File: src/rtl/controller_sequencer_pkg.sv
// Shared constants for the bus-machine controller: opcodes, ring-state indices,
// control-word bit positions and the per-state strobe decode.
package controller_sequencer_pkg;

    typedef enum logic [3:0] {
        OP_LDA = 4'b0000,
        OP_ADD = 4'b0001,
        OP_SUB = 4'b0010,
        OP_OUT = 4'b1110,
        OP_HLT = 4'b1111
    } opcode_e;

    localparam int unsigned T1 = 0;
    localparam int unsigned T2 = 1;
    localparam int unsigned T3 = 2;
    localparam int unsigned T4 = 3;
    localparam int unsigned T5 = 4;
    localparam int unsigned T6 = 5;

    localparam int unsigned CW_CP = 0;
    localparam int unsigned CW_EP = 1;
    localparam int unsigned CW_LM = 2;
    localparam int unsigned CW_CE = 3;
    localparam int unsigned CW_LI = 4;
    localparam int unsigned CW_EI = 5;
    localparam int unsigned CW_LA = 6;
    localparam int unsigned CW_EA = 7;
    localparam int unsigned CW_SU = 8;
    localparam int unsigned CW_EU = 9;
    localparam int unsigned CW_LB = 10;
    localparam int unsigned CW_LO = 11;
    localparam int unsigned CW_W  = 12;

    // T1 strobes are suppressed when idling with run low.
    function automatic logic [CW_W-1:0] cw_decode(input logic [5:0] t,
                                                  input logic [3:0] op,
                                                  input logic       run);
        logic [CW_W-1:0] cw;
        cw = '0;
        if (t[T1] && run) begin
            cw[CW_EP] = 1'b1;
            cw[CW_LM] = 1'b1;
        end
        if (t[T2]) cw[CW_CP] = 1'b1;
        if (t[T3]) begin
            cw[CW_CE] = 1'b1;
            cw[CW_LI] = 1'b1;
        end
        if (t[T4]) begin
            case (op)
                OP_LDA, OP_ADD, OP_SUB: begin
                    cw[CW_EI] = 1'b1;
                    cw[CW_LM] = 1'b1;
                end
                OP_OUT: begin
                    cw[CW_EA] = 1'b1;
                    cw[CW_LO] = 1'b1;
                end
                default: ;
            endcase
        end
        if (t[T5]) begin
            case (op)
                OP_LDA: begin
                    cw[CW_CE] = 1'b1;
                    cw[CW_LA] = 1'b1;
                end
                OP_ADD, OP_SUB: begin
                    cw[CW_CE] = 1'b1;
                    cw[CW_LB] = 1'b1;
                end
                default: ;
            endcase
        end
        if (t[T6]) begin
            case (op)
                OP_ADD: begin
                    cw[CW_EU] = 1'b1;
                    cw[CW_LA] = 1'b1;
                end
                OP_SUB: begin
                    cw[CW_EU] = 1'b1;
                    cw[CW_SU] = 1'b1;
                    cw[CW_LA] = 1'b1;
                end
                default: ;
            endcase
        end
        return cw;
    endfunction

endpackage

File: src/rtl/controller_sequencer_if.sv
// Load/enable control bus between the sequencer (master) and the register blocks (slave).
interface controller_sequencer_if;
    logic       run;
    logic [3:0] opcode;
    logic [5:0] t;
    logic       cp;
    logic       ep;
    logic       lm;
    logic       ce;
    logic       li;
    logic       ei;
    logic       la;
    logic       ea;
    logic       su;
    logic       eu;
    logic       lb;
    logic       lo;
    logic       hlt;

    modport master (
        input  run, opcode,
        output t, cp, ep, lm, ce, li, ei, la, ea, su, eu, lb, lo, hlt
    );

    modport slave (
        output run, opcode,
        input  t, cp, ep, lm, ce, li, ei, la, ea, su, eu, lb, lo, hlt
    );
endinterface

File: src/rtl/controller_sequencer_ring_counter6.sv
// Six-state one-hot ring counter; rotates one position per enabled clock edge.
module ring_counter6 (
    input  logic       i_clk,
    input  logic       i_clr,
    input  logic       i_adv,
    output logic [5:0] o_t
);
    logic [5:0] r_t;

    always_ff @(posedge i_clk or posedge i_clr) begin
        if (i_clr) begin
            r_t <= 6'b000001;
        end else if (i_adv) begin
            r_t <= {r_t[4:0], r_t[5]};
        end
    end

    assign o_t = r_t;
endmodule

File: src/rtl/controller_sequencer.sv
// Fetch/execute sequencer: ring counter plus control-word decode from ring state and opcode.
module controller_sequencer
    import controller_sequencer_pkg::*;
(
    input  logic                   i_clk,
    input  logic                   i_clr,
    controller_sequencer_if.master ctl
);
    logic [5:0]      w_t;
    logic            w_adv;
    logic            w_hlt_step;
    logic            r_halted;
    logic [CW_W-1:0] w_cw;
    logic            w_hlt;

    ring_counter6 u_ring (
        .i_clk (i_clk),
        .i_clr (i_clr),
        .i_adv (w_adv),
        .o_t   (w_t)
    );

    // Halting holds the ring at T4; once in T2..T6 the instruction finishes regardless of run.
    assign w_hlt_step = !r_halted && w_t[T4] && (ctl.opcode == OP_HLT);
    assign w_adv      = !r_halted && !w_hlt_step && (ctl.run || !w_t[T1]);

    always_ff @(posedge i_clk or posedge i_clr) begin
        if (i_clr) begin
            r_halted <= 1'b0;
        end else if (w_hlt_step) begin
            r_halted <= 1'b1;
        end
    end

    // Outputs are forced idle while clr is high so reset takes effect without a clock.
    always_comb begin
        w_cw  = '0;
        w_hlt = 1'b0;
        if (!i_clr) begin
            w_hlt = r_halted || w_hlt_step;
            if (!r_halted) begin
                w_cw = cw_decode(w_t, ctl.opcode, ctl.run);
            end
        end
    end

    assign ctl.t   = w_t;
    assign ctl.cp  = w_cw[CW_CP];
    assign ctl.ep  = w_cw[CW_EP];
    assign ctl.lm  = w_cw[CW_LM];
    assign ctl.ce  = w_cw[CW_CE];
    assign ctl.li  = w_cw[CW_LI];
    assign ctl.ei  = w_cw[CW_EI];
    assign ctl.la  = w_cw[CW_LA];
    assign ctl.ea  = w_cw[CW_EA];
    assign ctl.su  = w_cw[CW_SU];
    assign ctl.eu  = w_cw[CW_EU];
    assign ctl.lb  = w_cw[CW_LB];
    assign ctl.lo  = w_cw[CW_LO];
    assign ctl.hlt = w_hlt;
endmodule
File: src/flat_wrapper.sv
// flat-port wrapper written by rule: the top's interface ports become plain ports
module controller_sequencer_flat import controller_sequencer_pkg::*;
  (i_clk, i_clr, ctl_run, ctl_opcode, ctl_t, ctl_cp, ctl_ep, ctl_lm, ctl_ce, ctl_li, ctl_ei, ctl_la, ctl_ea, ctl_su, ctl_eu, ctl_lb, ctl_lo, ctl_hlt);
  controller_sequencer_if ctl_i ();
  input  logic i_clk;
  input  logic i_clr;
  input wire logic [$bits(ctl_i.run)-1:0] ctl_run;
  input wire logic [$bits(ctl_i.opcode)-1:0] ctl_opcode;
  output wire logic [$bits(ctl_i.t)-1:0] ctl_t;
  output wire logic [$bits(ctl_i.cp)-1:0] ctl_cp;
  output wire logic [$bits(ctl_i.ep)-1:0] ctl_ep;
  output wire logic [$bits(ctl_i.lm)-1:0] ctl_lm;
  output wire logic [$bits(ctl_i.ce)-1:0] ctl_ce;
  output wire logic [$bits(ctl_i.li)-1:0] ctl_li;
  output wire logic [$bits(ctl_i.ei)-1:0] ctl_ei;
  output wire logic [$bits(ctl_i.la)-1:0] ctl_la;
  output wire logic [$bits(ctl_i.ea)-1:0] ctl_ea;
  output wire logic [$bits(ctl_i.su)-1:0] ctl_su;
  output wire logic [$bits(ctl_i.eu)-1:0] ctl_eu;
  output wire logic [$bits(ctl_i.lb)-1:0] ctl_lb;
  output wire logic [$bits(ctl_i.lo)-1:0] ctl_lo;
  output wire logic [$bits(ctl_i.hlt)-1:0] ctl_hlt;
  assign ctl_i.run = ctl_run;
  assign ctl_i.opcode = ctl_opcode;
  assign ctl_t = ctl_i.t;
  assign ctl_cp = ctl_i.cp;
  assign ctl_ep = ctl_i.ep;
  assign ctl_lm = ctl_i.lm;
  assign ctl_ce = ctl_i.ce;
  assign ctl_li = ctl_i.li;
  assign ctl_ei = ctl_i.ei;
  assign ctl_la = ctl_i.la;
  assign ctl_ea = ctl_i.ea;
  assign ctl_su = ctl_i.su;
  assign ctl_eu = ctl_i.eu;
  assign ctl_lb = ctl_i.lb;
  assign ctl_lo = ctl_i.lo;
  assign ctl_hlt = ctl_i.hlt;
  controller_sequencer u_core (.i_clk(i_clk), .i_clr(i_clr), .ctl(ctl_i));
endmodule
File: config.mk
export PLATFORM = sky130hd
export DESIGN_NAME = controller_sequencer_flat
export DESIGN_NICKNAME = d
export VERILOG_FILES = /design/src/rtl/controller_sequencer_pkg.sv /design/src/rtl/controller_sequencer_if.sv /design/src/rtl/controller_sequencer_ring_counter6.sv /design/src/rtl/controller_sequencer.sv /design/src/flat_wrapper.sv
export SDC_FILE = /design/constraint.sdc
export NUM_CORES = 1
export LEC_CHECK = 0
export BUFFER_PORTS_ARGS = -buffer_cell sky130_fd_sc_hd__buf_2
export CORE_AREA = 5 5 42 44
export CTS_CLUSTER_DIAMETER = 50
export DETAILED_ROUTE_END_ITERATION = 10
export DIE_AREA = 0 0 47 49
export SYNTH_ARGS = -nofsm -noshare
export SYNTH_HDL_FRONTEND = slang
export SYNTH_SLANG_ARGS = --single-unit
File: constraint.sdc
create_clock -name i_clk -period 1.6 [get_ports i_clk]
set_clock_uncertainty 0.15 [all_clocks]
set_input_delay 0.08 -clock i_clk [delete_from_list [all_inputs] [get_ports i_clk]]
set_output_delay 0.08 -clock i_clk [all_outputs]
set_load 0.01 [all_outputs]
Word-level counts from Yosys, hierarchy flattened
Cells that the tools add are included.
- flip-flop bits (word level): 7
- bits of input ports: 7
- equality and inequality tests: 4
- multiplexer cells: 22
- reductions and logical operators: 13
- operator list (kind ; count):
    $mux W12 ; 2
    $mux W1 ; 17
    $eq A4 B4 Y1 const B ; 2
    $mux W2 ; 3
    $logic_and A1 B1 Y1 ; 5
    $eq A4 B1 Y1 const B ; 1
    $eq A4 B2 Y1 const B ; 1
    $logic_not A4 Y1 ; 1
    $logic_not A1 Y1 ; 3
    $reduce_or A3 Y1 ; 1
    $logic_or A1 B1 Y1 ; 2
    $reduce_or A2 Y1 ; 1

Depth between registers and ports, before layout
Gate-level depths: netlist of the first run.
- depth in word-level cells: 7
- mapped depth: 4
- gate-level depth less buffers: 4

Modules after synthesis
Synthesis of the first run repeated with hierarchy kept, for this count alone.
- cell total of the unflattened synthesis: 44
- area, all modules: 462.9 um2
- by module, submodules not included (module ; instances ; cells each ; area each (um2)):
    ring_counter6 ; 1 ; 14 ; 256.5
    controller_sequencer ; 1 ; 30 ; 206.4

Worst setup path after synthesis of the first run
No wires, ideal clock.
- kind: register to output
- start: register u_core.u_ring.r_t[3], in the netlist u_core.u_ring.o_t[3]
- end: output ctl_lo
- arrival time: 1372 ps
- slack: -2 ps
- stages on the path, launching flop included: 4
- path buffers: 1
- cell sequence: dfrtp_1 and3_4 nor4b_1 buf_4
- word-level cells in the longest chain between the ends: 3
- RTL lines (item ; line ; RTL):
    start, declared ; controller_sequencer_ring_counter6.sv:8 ; logic [5:0] r_t;
    start signal, assigned ; controller_sequencer_ring_counter6.sv:14 ; r_t <= {r_t[4:0], r_t[5]};
    $mux W1 ; controller_sequencer_pkg.sv:49 ; if (t[T4]) begin
    $mux W12 ; controller_sequencer.sv:41 ; if (!r_halted) begin
    $mux W12 ; controller_sequencer.sv:39 ; if (!i_clr) begin
    end, declared ; flat_wrapper.sv:21 ; output wire logic [$bits(ctl_i.lo)-1:0] ctl_lo;
Every way passes these cells.

Worst setup path in the final report of the first run
- start: register u_core.r_halted
- end: output ctl_lm
- word-level cells in the longest chain between the ends: 2
- RTL lines (item ; line ; RTL):
    start, declared ; controller_sequencer.sv:12 ; logic r_halted;
    start signal, assigned ; controller_sequencer.sv:29 ; r_halted <= 1'b0;
    start signal, assigned ; controller_sequencer.sv:31 ; r_halted <= 1'b1;
    $mux W12 ; controller_sequencer.sv:41 ;
    $mux W12 ; controller_sequencer.sv:39 ;
    end, declared ; flat_wrapper.sv:12 ; output wire logic [$bits(ctl_i.lm)-1:0] ctl_lm;
Every way passes these cells.

==> results of run 1 <==
-- worst reg2reg max path, delay by kind of cell (launching register included) --
family	cells	cell delay, ns
flip-flops	1	0.43
AO/OA/AOI/OAI	1	0.27
buffers and inverters	2	0.26
multiplexers	1	0.38
-- registers in the layout, summed over array words and instances, names as in the netlist --
| signal | cells |
|---|---|
| u_core.r_halted | 1 |
| u_core.u_ring.o_t | 6 |
-- metal layers --
| metal | vias up | share of wire |
|---|---|---|
| li1 | 223 | - |
| met2 | 17 | 0.46 |
| met1 | 215 | 0.41 |
| met5 | - | 0 |
| met4 | 0 | 0.033 |
| met3 | 5 | 0.092 |
-- cells in the final DEF (no fill, tap or decap), types with 2 or more instances in the layout --
| master | n |
|---|---|
| sky130_fd_sc_hd__inv_1 | 4 |
| sky130_fd_sc_hd__buf_4 | 4 |
| sky130_fd_sc_hd__buf_2 | 24 |
| sky130_fd_sc_hd__mux2_2 | 4 |
| sky130_fd_sc_hd__dfrtp_1 | 5 |
| sky130_fd_sc_hd__buf_6 | 3 |
| sky130_fd_sc_hd__nand2_1 | 2 |
| sky130_fd_sc_hd__nor2_1 | 5 |
| sky130_fd_sc_hd__clkbuf_4 | 3 |
-- power by group --
part | switching (mW) | internal, mW
Sequential | 0 | 0.177
Clock | 0.0758 | 0.0919
Combinational | 0.0243 | 0.0175
Total | 0.100 | 0.287
-- how the worst min path moves through the flow --
| stage | slack, ns | to | startpoint |
|---|---|---|---|
| 2_1_floorplan | -0.27 | u_core.r_halted$_DFFE_PP0P_ | i_clr |
| 3_3_place_gp | -0.05 | u_core.r_halted$_DFFE_PP0P_ | i_clr |
| 3_5_place_dp | -0.05 | u_core.r_halted$_DFFE_PP0P_ | i_clr |
| 4_1_cts | 0.08 | u_core.u_ring.o_t[1]$_DFFE_PP0P_ | ctl_run |
| 5_1_grt | 0.11 | u_core.u_ring.o_t[1]$_DFFE_PP0P_ | ctl_run |
| 6_report | 0.09 | u_core.u_ring.o_t[1]$_DFFE_PP0P_ | ctl_run |
-- kinds of logic (layout without fill, tap and decap cells) --
| logic type | count (synthesis) | after routing | share of synthesized area |
|---|---|---|---|
| mux | 4 | 4 | 0.0984 |
| xor+xnor | 1 | 1 | 0.0191 |
| flops | 7 | 7 | 0.385 |
| simple gates | 20 | 20 | 0.287 |
| compound gates | 7 | 7 | 0.161 |
| buf+inv | 5 | 40 | 0.0492 |
-- layout make-up --
type | count | area (um2) | share of cell area
well taps | 16 | 20.0 | 0.0278
repair buffers | 32 | 194 | 0.269
multi-input cells | 32 | 287 | 0.398
inverters | 4 | 15.0 | 0.0208
clock inverters | 1 | 5.00 | 0.00694
flip-flops and latches | 7 | 178 | 0.247
clock buffers | 3 | 22.5 | 0.0313
-- timing repair --
item                       4_1_cts  5_1_grt
hold buffers                     1        0
hold endpoints to repair         7        0
setup endpoints to repair        7       10
pin swaps                        3        2
gates resized for setup          1        9
setup buffers                    3        2
==> qor.log, run 1 <==
qor: synthesis.synth_top_area_frac 0.328
qor: grt.globalRouteOverflowTotal 0
qor: synthesis.post-synth-top-area-cell sky130_fd_sc_hd__dfrtp_1
qor: route.sum_of_routed_wire_length_over_all_layers 1260 um
qor: synthesis.ys.flop_type sky130_fd_sc_hd__dfrtp_1
qor: critical_path.timing.critical_path.slowest_cell_delay 0.43 ns
qor: route.post-route-drc-count 0
qor: critical_path.worstReg2RegStart u_core.r_halted$_DFFE_PP0P_
qor: place.detailedPlacementHpwl 911 um
qor: place.gpl.final_weighted_congestion 0.629
qor: critical_path.ff2ff_setup_slack -0.02 ns
qor: power_and_ir_drop.max-vdd-ir-drop 0.309 mV
qor: timing.relSlewSlack 0.791
qor: place.buffers_on_ports 25
qor: synthesis.synthesis.area_per_instance 10.4 um2
qor: die.initial_utilization 0.327
qor: final_layout.number_of_cells_in_the_finished_layout_apart_from_fillers 95
qor: grt.grt_most_used_layer met2
qor: route.drtIter0Drc 9
qor: power_and_ir_drop.power_leakage 0.397 nW
qor: die.design.portCount 26
qor: final_layout.nets 87
qor: critical_path.startpoint_type register
qor: grt.wire_length_of_the_first_global_routing_pass 2000 um
qor: final_layout.post-route-cell-area 721 um2
qor: timing.drv_slew 0
qor: timing.final-setup-viol-count 8
qor: synthesis.yosysSeqAreaShare 0.385
qor: place.placement.setup.worst_slack 0.0584 ns
qor: die.die_y 49 um
qor: final_layout.synthToLayoutAreaGrowth 57.4%
qor: route.drt_pre_antenna_iters 2
qor: synthesis.post_synth_main_area_contributors sky130_fd_sc_hd__dfrtp_1 (33%), sky130_fd_sc_hd__mux2_2 (9.8%), sky130_fd_sc_hd__a221oi_4 (5.7%)
qor: route.vias 460
qor: grt.global_route.usage.met3 0.0443
qor: die.std_cell_rows 14
qor: flow_run.cap_viol_max_count 0
qor: synthesis.async_flop_share 1.00
qor: final_layout.drive_above_1_share 0.658
qor: synthesis.yosysWarnings 0
qor: critical_path.setup.worst_path.end_class output port
qor: clocking.cts_num_sinks 7
qor: synthesis.postSynthCellCount 44
qor: critical_path.worstPathBufferInverterCount 1
qor: critical_path.crit_path_cell_trace nor4_4 > and3b_2 > or2_1 > buf_2
qor: grt.global_route.usage.met1 0.150
qor: synthesis.synthesized_net_count 51
qor: grt.number_of_global_route_vias_before_repair 461
qor: power_and_ir_drop.power.density 536 nW/um2
qor: synthesis.synthDistinctLibCells 26
qor: critical_path.worstRegToRegCells 4
qor: synthesis.synth.top_cells.by_count sky130_fd_sc_hd__dfrtp_1 (6), sky130_fd_sc_hd__nor2_1 (6), sky130_fd_sc_hd__inv_1 (4), sky130_fd_sc_hd__mux2_2 (4), sky130_fd_sc_hd__nand2_1 (3)
qor: clocking.cts_buffer_depth 2
qor: critical_path.timing.critical_path.from u_core.r_halted$_DFFE_PP0P_
qor: critical_path.worst-path-max-fanout 3
qor: critical_path.timing.critical_path.required 1.37 ns
qor: timing.final_critical_path_share_of_the_clock_period 1.03
qor: timing.final_hold_viol_count 0
qor: final_layout.fillerInstances 142
qor: die.coreArea 1400 um2
qor: clocking.cts_tree built
qor: place.dp_cells 85
qor: place.dpl-instance-area 609 um2
qor: critical_path.critical_path_class reg -> out
qor: clocking.worst_setup_hold_path_clk_slew 0.06 ns
qor: route.ant_nets 0
qor: critical_path.slowest_stage sky130_fd_sc_hd__dfrtp_2
qor: timing.unrepaired_setup_endpoints_after_global_routing yes
qor: synthesis.yosys_register_bits 7
qor: route.via_per_inst 4.84
qor: final_layout.post-route-util 0.514
qor: critical_path.endpoint ctl_lm
qor: timing.finalCriticalPeriod 1.65 ns
qor: grt.antenna_found_initial 0
qor: clocking.root_buffer sky130_fd_sc_hd__clkbuf_4
qor: route.avgRoutedWirePerCell 13.2 um
qor: final_layout.n_antenna_cell 0
qor: power_and_ir_drop.power 387 uW
qor: timing.timing.setup.tns -0.162 ns
qor: clocking.clkLatencyLatePin 0.26 ns
qor: run_status.failed_checks setup timing
qor: timing.postLayoutSetupSlackWorst -0.0452 ns
qor: timing.clock.fmax 608 MHz
qor: hold_path.min_path_cells 4
qor: grt.grtUsageMet2 0.163
qor: critical_path.critPathTopFamily simple AND/OR/NAND/NOR gates
qor: run_status.run_status complete, but fails checks
qor: synthesis.mappedNetlistArea 458 um2
qor: synthesis.post_synth_edffs 0
qor: die.chipWidth 47 um
qor: timing.whs 0.0903 ns
qor: timing.tightest_slew 0.313 ns
qor: grt.grt_max_degree 8
qor: critical_path.critical_path_arrival 1.42 ns
qor: grt.grtUsageTotal 0.122
qor: critical_path.crit_cells 4
qor: hold_path.holdCritPathClass in -> reg
qor: die.die_area 2300 um2
qor: critical_path.rr_endpoint u_core.u_ring.o_t[4]$_DFFE_PP0P_
qor: clocking.tritoncts.num_buffers 3
qor: clocking.ctsHtreeMaxLevel 1
Note: power is estimated with default switching activity, not from simulation.
==> inputs of run 2 (changes only) <==
==> constraint.sdc (replaced) <==
create_clock -name i_clk -period 1.7 [get_ports i_clk]
set_clock_uncertainty 0.15 [all_clocks]
set_input_delay 0.085 -clock i_clk [delete_from_list [all_inputs] [get_ports i_clk]]
set_output_delay 0.085 -clock i_clk [all_outputs]
set_load 0.01 [all_outputs]
==> run 2 against run 1 <==
The run now ends clean. Worst hold slack better by 0.035 ns. Cell area down 11%. Clock power down 15%. Clock-buffer cell count grew 1. Worst setup slack improved by 0.080 ns. Non-clock buffer count fell by 5. Global-route usage shrank 2.2 points. Power decreased by 11%. Via count down 7.4%. Utilization is 5.7 points lower. Die area unchanged. Critical path type unchanged.
==> qor.log, run 2 (synthesized netlist as in run 1, its figures left out) <==
qor: run_status.run_status complete, no violations
qor: route.sum_of_routed_wire_length_over_all_layers 1070 um [-14%]
qor: final_layout.number_of_cells_in_the_finished_layout_apart_from_fillers 90 [-5.3%]
qor: die.die_area 2300 um2 [unchanged]
qor: die.coreArea 1400 um2 [unchanged]
qor: final_layout.drive_above_1_share 0.554 [-0.104]
qor: die.design.portCount 26 [unchanged]
qor: final_layout.n_antenna_cell 0 [unchanged]
qor: critical_path.worst-path-max-fanout 5 [+2]
qor: die.chipWidth 47 um [unchanged]
qor: final_layout.post-route-cell-area 641 um2 [-11%]
qor: route.drt_pre_antenna_iters 2 [unchanged]
qor: critical_path.timing.critical_path.required 1.46 ns [+0.09 ns]
qor: power_and_ir_drop.max-vdd-ir-drop 0.253 mV [-18%]
qor: clocking.tritoncts.num_buffers 3 [unchanged]
qor: critical_path.critical_path_arrival 1.43 ns [about the same]
qor: die.initial_utilization 0.327 [unchanged]
qor: route.avgRoutedWirePerCell 11.9 um [-9.7%]
qor: clocking.root_buffer sky130_fd_sc_hd__clkbuf_4
qor: clocking.cts_buffer_depth 2 [unchanged]
qor: die.die_y 49 um [unchanged]
qor: final_layout.most_common_cell_after_layout_fill_and_taps_aside sky130_fd_sc_hd__buf_2
qor: clocking.ctsHtreeMaxLevel 1 [unchanged]
qor: critical_path.endpoint ctl_ea
qor: place.dpl-instance-area 596 um2 [-2.3%]
qor: grt.grtUsageTotal 0.100 [-0.0217]
qor: final_layout.nets 82 [-5.7%]
qor: flow_run.cap_viol_max_count 0 [unchanged]
qor: timing.final_hold_viol_count 0 [unchanged]
qor: critical_path.slowest_stage sky130_fd_sc_hd__dfrtp_1
qor: critical_path.crit_path_cell_trace and3_4 > nor4b_1 > buf_2
qor: critical_path.ff2ff_setup_slack 0.12 ns [+0.14 ns]
qor: critical_path.worstReg2RegStart u_core.u_ring.o_t[3]$_DFFE_PP0P_
qor: clocking.worst_setup_hold_path_clk_slew 0.05 ns [about the same]
qor: critical_path.startpoint_type register
qor: route.post-route-drc-count 0 [unchanged]
qor: timing.relSlewSlack 0.757 [-0.0341]
qor: grt.grt_max_degree 8 [unchanged]
qor: timing.final-setup-viol-count 0 [-8]
qor: timing.clock.fmax 601 MHz
qor: final_layout.flip_flop_count_of_the_largest_register_all_copies_and_words_added 6 [unchanged]
qor: hold_path.holdCritPathClass in -> reg
qor: power_and_ir_drop.power.density 538 nW/um2 [+0.31%]
qor: place.dp_cells 84 [-1.2%]
qor: place.buffers_on_ports 25 [unchanged]
qor: critical_path.timing.critical_path.slowest_cell_delay 0.42 ns [about the same]
qor: timing.unrepaired_setup_endpoints_after_global_routing yes
qor: grt.number_of_global_route_vias_before_repair 421 [-8.7%]
qor: grt.globalRouteOverflowTotal 0 [unchanged]
qor: power_and_ir_drop.power 345 uW [-11%]
qor: timing.finalCriticalPeriod 1.67 ns
qor: critical_path.timing.critical_path.from u_core.u_ring.o_t[3]$_DFFE_PP0P_
qor: timing.whs 0.125 ns [+0.0347 ns]
qor: grt.wire_length_of_the_first_global_routing_pass 1790 um [-11%]
qor: critical_path.worstRegToRegCells 3 [-1]
qor: route.drtIter0Drc 2 [-7]
qor: grt.antenna_found_initial 0 [unchanged]
qor: final_layout.most-common-layout-cells sky130_fd_sc_hd__buf_2 (25), sky130_fd_sc_hd__nor2_1 (6), sky130_fd_sc_hd__dfrtp_1 (5)
qor: power_and_ir_drop.power_leakage 0.363 nW [-8.5%]
qor: place.gpl.final_weighted_congestion 0.714 [+14%]
qor: clocking.cts_tree built
qor: final_layout.synthToLayoutAreaGrowth 39.9%
qor: die.std_cell_rows 14 [unchanged]
qor: critical_path.setup.worst_path.end_class output port
qor: critical_path.rr_endpoint u_core.u_ring.o_t[3]$_DFFE_PP0P_
qor: timing.tightest_slew 0.359 ns [+0.0461 ns]
qor: critical_path.critical_path_class reg -> out
qor: clocking.cts_num_sinks 7 [unchanged]
qor: timing.final_critical_path_share_of_the_clock_period 0.979
qor: route.vias 426 [-7.4%]
qor: route.via_per_inst 4.73 [-2.2%]
qor: clocking.clkLatencyLatePin 0.24 ns [-0.02 ns]
qor: route.ant_nets 0 [unchanged]
qor: timing.drv_slew 0 [unchanged]
[run 2: changes by cell type in the layout (fill, tap and decap cells not counted), sizes merged]
cell	change
clkinv	-1
clkbuf	+1
buf	-5
[run 2: through the flow]
step / setup TNS (ns) / setup slack, ns / utilization
final: 0 / 0.0350 / 0.457
after global routing: -0.267 / -0.0783 / 0.457
after CTS: 0 / 0.0133 / 0.452
after detailed placement: 0 / 0.125 / 0.425
after global placement: 0 / 0.137 / 0.425
after floorplan: 0 / 0.0926 / -
[run 2: final cells by class]
cell class                 instances  area [um2]
fill                             147         761
multi-input combinational         32         259
sequential                         7         178
timing repair buffer              27         143
clock buffer                       4        26.3
tap                               16        20.0
inverter                           4        15.0
[run 2: critical path: cells and delay by family (launching register included)]
kind	cells	cell delay (ns)
DFF	1	0.42
buffers and inverters	1	0.20
and+or+nand+nor	2	0.57
[run 2: power breakdown]
group	switching [mW]	internal [mW]	total, mW
clock network	0.0537	0.0891	0.143
registers	0	0.167	0.167
logic	0.0199	0.0150	0.0349
[run 2: what timing repair did]
item | in CTS | in global routing
pin swaps | 1 | 1
hold endpoints to repair | 7 | 0
gates resized for setup | 1 | 0
hold buffers | 1 | 0
buffers inserted | 0 | 1
endpoints found under the setup margin | 3 | 7
[run 2: how the worst min path moves through the flow]
| stage | startpoint | cells after the start | slack (ns) | to |
|---|---|---|---|---|
| after floorplan | i_clr | 1 | -0.26 | u_core.r_halted$_DFFE_PP0P_ |
| after global placement | i_clr | 2 | -0.06 | u_core.r_halted$_DFFE_PP0P_ |
| after detailed placement | i_clr | 2 | -0.06 | u_core.u_ring.o_t[2]$_DFFE_PP0P_ |
| after CTS | ctl_run | 4 | 0.12 | u_core.u_ring.o_t[1]$_DFFE_PP0P_ |
| after global routing | ctl_run | 4 | 0.15 | u_core.u_ring.o_t[1]$_DFFE_PP0P_ |
| final | ctl_run | 4 | 0.13 | u_core.u_ring.o_t[1]$_DFFE_PP0P_ |
[run 2: routing by layer]
layer	global-route usage	vias up	routed length, um
li1	-	214	-
met1	0.128	199	455
met2	0.165	13	524
met3	0.0185	0	94
met4	0.0276	0	0
met5	0	-	0
==> inputs of run 3 (changes only) <==
--- a/config.mk
+++ b/config.mk
@@ -6,10 +6,9 @@
 export NUM_CORES = 1
 export LEC_CHECK = 0
 export BUFFER_PORTS_ARGS = -buffer_cell sky130_fd_sc_hd__buf_2
-export CORE_AREA = 5 5 42 44
+export CORE_UTILIZATION = 34
 export CTS_CLUSTER_DIAMETER = 50
 export DETAILED_ROUTE_END_ITERATION = 10
-export DIE_AREA = 0 0 47 49
 export SYNTH_ARGS = -nofsm -noshare
 export SYNTH_HDL_FRONTEND = slang
 export SYNTH_SLANG_ARGS = --single-unit
==> run 3 against run 2 <==
Critical path depth rose by 1. Via count rose by 0.23%. Worst setup slack gained 0.014 ns. Cell area grew 2.1%. Worst hold slack gained 0.013 ns. Global-route usage grew 6.2 points. Clock-buffer cell count unchanged. Fmax is 0.82% higher. Critical endpoint is now ctl_lm. Largest cell class unchanged. Largest power group unchanged.
==> qor.log, run 3 (synthesized netlist as in run 1, its figures left out) <==
qor: run_status.run_status complete, no violations
qor: critical_path.crit_path_cell_trace nor4_4 > and3b_2 > or2_1 > buf_2
qor: grt.grtUsageTotal 0.162 [+0.0620]
qor: power_and_ir_drop.power.share.switching 0.225 [+0.0113]
qor: final_layout.most-common-layout-cells sky130_fd_sc_hd__buf_2 (25), sky130_fd_sc_hd__nor2_1 (5), sky130_fd_sc_hd__dfrtp_1 (5)
qor: grt.antenna_found_initial 0 [unchanged]
qor: route.vias 427 [+0.23%]
qor: power_and_ir_drop.power_switching 78.6 uW [+6.9%]
qor: critical_path.critical_path_class reg -> out
qor: clocking.root_buffer sky130_fd_sc_hd__clkbuf_4
qor: route.sum_of_routed_wire_length_over_all_layers 1030 um [-3.7%]
qor: hold_path.min_path_cells 4 [unchanged]
qor: critical_path.worstPathBufferInverterCount 1 [unchanged]
qor: die.coreArea 1170 um2 [-16%]
qor: timing.unrepaired_setup_endpoints_after_global_routing yes
qor: critical_path.setup.worst_path.end_class output port
qor: clocking.tritoncts.num_buffers 3 [unchanged]
qor: power_and_ir_drop.power_leakage 0.370 nW [+1.7%]
qor: final_layout.synthToLayoutAreaGrowth 42.9%
qor: grt.number_of_global_route_vias_before_repair 355 [-16%]
qor: clocking.ctsHtreeMaxLevel 1 [unchanged]
qor: route.post-route-drc-count 0 [unchanged]
qor: critical_path.worst-path-max-fanout 4 [-1]
qor: critical_path.timing.critical_path.slowest_cell_delay 0.42 ns [about the same]
qor: die.chipWidth 38.7 um [-18%]
qor: final_layout.flip_flop_count_of_the_largest_register_all_copies_and_words_added 6 [unchanged]
qor: hold_path.holdCritPathClass in -> reg
qor: place.dp_cells 82 [-2.4%]
qor: timing.finalCriticalPeriod 1.65 ns [-0.0135 ns]
qor: die.std_cell_rows 12 [-2]
qor: grt.wire_length_of_the_first_global_routing_pass 1550 um [-13%]
qor: clocking.cts_buffer_depth 2 [unchanged]
qor: critical_path.worstReg2RegStart u_core.r_halted$_DFFE_PP0P_
qor: hold_path.min-delay-start ctl_run
qor: power_and_ir_drop.power.density 535 nW/um2 [-0.57%]
qor: timing.tightest_slew 0.316 ns [-0.0431 ns]
qor: clocking.clkLatencyLatePin 0.25 ns [about the same]
qor: critical_path.critical_path_arrival 1.42 ns [about the same]
qor: route.ant_nets 0 [unchanged]
qor: critical_path.critPathTopFamily simple AND/OR/NAND/NOR gates
qor: timing.final-setup-viol-count 0 [unchanged]
qor: power_and_ir_drop.seq_pwr_share 0.477 [-0.008]
qor: final_layout.most_common_cell_after_layout_fill_and_taps_aside sky130_fd_sc_hd__buf_2
qor: critical_path.ff2ff_setup_slack 0.07 ns [-0.05 ns]
qor: critical_path.timing.critical_path.required 1.46 ns [about the same]
qor: timing.relSlewSlack 0.789 [+0.0321]
qor: route.via_per_inst 4.80 [+1.4%]
qor: critical_path.slowest_stage sky130_fd_sc_hd__dfrtp_2
qor: timing.timing.setup.tns 0 ns [unchanged]
qor: die.die_y 38.7 um [-21%]
qor: power_and_ir_drop.pwr-share-comb 0.102 [about the same]
qor: power_and_ir_drop.max-vdd-ir-drop 0.398 mV [+57%]
qor: timing.final_critical_path_share_of_the_clock_period 0.971 [-0.00796]
qor: place.gpl.final_weighted_congestion 0.758 [+6.2%]
qor: final_layout.drive_above_1_share 0.587 [+0.0326]
qor: power_and_ir_drop.cell_internal_pwr 271 uW [+0.10%]
qor: route.drt_pre_antenna_iters 1 [-1]
qor: grt.grt_max_degree 8 [unchanged]
qor: flow_run.cap_viol_max_count 0 [unchanged]
qor: grt.globalRouteOverflowTotal 0 [unchanged]
qor: final_layout.n_antenna_cell 0 [unchanged]
qor: hold_path.hold_path_end u_core.u_ring.o_t[1]$_DFFE_PP0P_
qor: final_layout.fillerInstances 116 [-21%]
qor: place.buffers_on_ports 25 [unchanged]
qor: power_and_ir_drop.clock_power_share 0.421 [+0.007]
qor: clocking.cts_num_sinks 7 [unchanged]
qor: final_layout.number_of_cells_in_the_finished_layout_apart_from_fillers 89 [-1.1%]
qor: critical_path.rr_endpoint u_core.u_ring.o_t[2]$_DFFE_PP0P_
qor: die.design.portCount 26 [unchanged]
qor: die.die_area 1500 um2 [-35%]
qor: place.detailedPlacementHpwl 826 um
qor: timing.drv_slew 0 [unchanged]
qor: clocking.cts_tree built
qor: route.drtIter0Drc 0 [-2]
qor: timing.clock.fmax 606 MHz [+0.82%]
qor: timing.final_hold_viol_count 0 [unchanged]
qor: die.initial_utilization 0.391 [+0.0642]
qor: critical_path.worstRegToRegCells 4 [+1]
qor: clocking.worst_setup_hold_path_clk_slew 0.05 ns [about the same]
qor: final_layout.nets 83 [+1.2%]
qor: route.avgRoutedWirePerCell 11.6 um [-2.6%]
qor: critical_path.startpoint_type register
## run 3: worst max-delay path by stage
stage                                                 from                               end  slack (ns)  depth (start not counted)
after floorplan           u_core.u_ring.o_t[3]$_DFFE_PP0P_                            ctl_lo        0.09                          3
after global placement    u_core.u_ring.o_t[3]$_DFFE_PP0P_  u_core.u_ring.o_t[5]$_DFFE_PP0P_        0.14                          3
after detailed placement  u_core.u_ring.o_t[3]$_DFFE_PP0P_  u_core.u_ring.o_t[5]$_DFFE_PP0P_        0.15                          3
after CTS                      u_core.r_halted$_DFFE_PP0P_                            ctl_lm        0.03                          4
after global routing           u_core.r_halted$_DFFE_PP0P_                            ctl_lm       -0.05                          4
final                          u_core.r_halted$_DFFE_PP0P_                            ctl_lm        0.05                          4
## run 3: metrics by stage
step           utilization  worst slack [ns]  area (um2)  hold WS, ns  total power, mW
6_report             0.559            0.0485         654        0.138            0.350
5_1_grt              0.559           -0.0474         654        0.151            0.374
4_1_cts              0.538            0.0336         631        0.128            0.357
3_5_place_dp         0.506             0.145         593      -0.0669            0.203
3_3_place_gp         0.506             0.136         593      -0.0599            0.203
2_1_floorplan            -            0.0926         458       -0.262            0.187
## run 3: area by class of cell
class                           instances  area [um2]  share of cell area
Tap cell                               14        17.5              0.0268
Timing Repair Buffer                   28         150               0.229
Sequential cell                         7         178               0.272
Multi-Input combinational cell         32         268               0.409
Clock buffer                            4        26.3              0.0402
Inverter                                4        15.0              0.0229
## run 3: timing repair
action,in CTS,in global routing
endpoints found under the setup margin,2,5
gates resized for setup,1,3
pin swaps,1,1
endpoints found under the hold margin,7,0
setup buffers,0,2
hold buffers,1,0
## run 3: power by group through the flow
stage / Clock (mW) / Combinational, mW / Sequential, mW
final: 0.147 / 0.0358 / 0.167
after global routing: 0.168 / 0.0393 / 0.167
after CTS: 0.154 / 0.0353 / 0.167
after detailed placement: 0 / 0.0332 / 0.170
after global placement: 0 / 0.0332 / 0.170
after floorplan: 0 / 0.0172 / 0.170
## run 3: per-layer routing
metal  vias to the layer above  share of wire  track usage
met2                        15           0.52        0.271
met5                         -              0            0
met1                       196           0.41        0.173
li1                        214              -            -
met4                         0         0.0058        0.103
met3                         2          0.070       0.0520
## run 3: worst reg2reg max path, stage by stage (launching register included)
cell and delay [ns]:
sky130_fd_sc_hd__dfrtp_2 0.42, sky130_fd_sc_hd__buf_4 0.16, sky130_fd_sc_hd__buf_4 0.14, sky130_fd_sc_hd__a221oi_4 0.28
sky130_fd_sc_hd__mux2_2 0.37
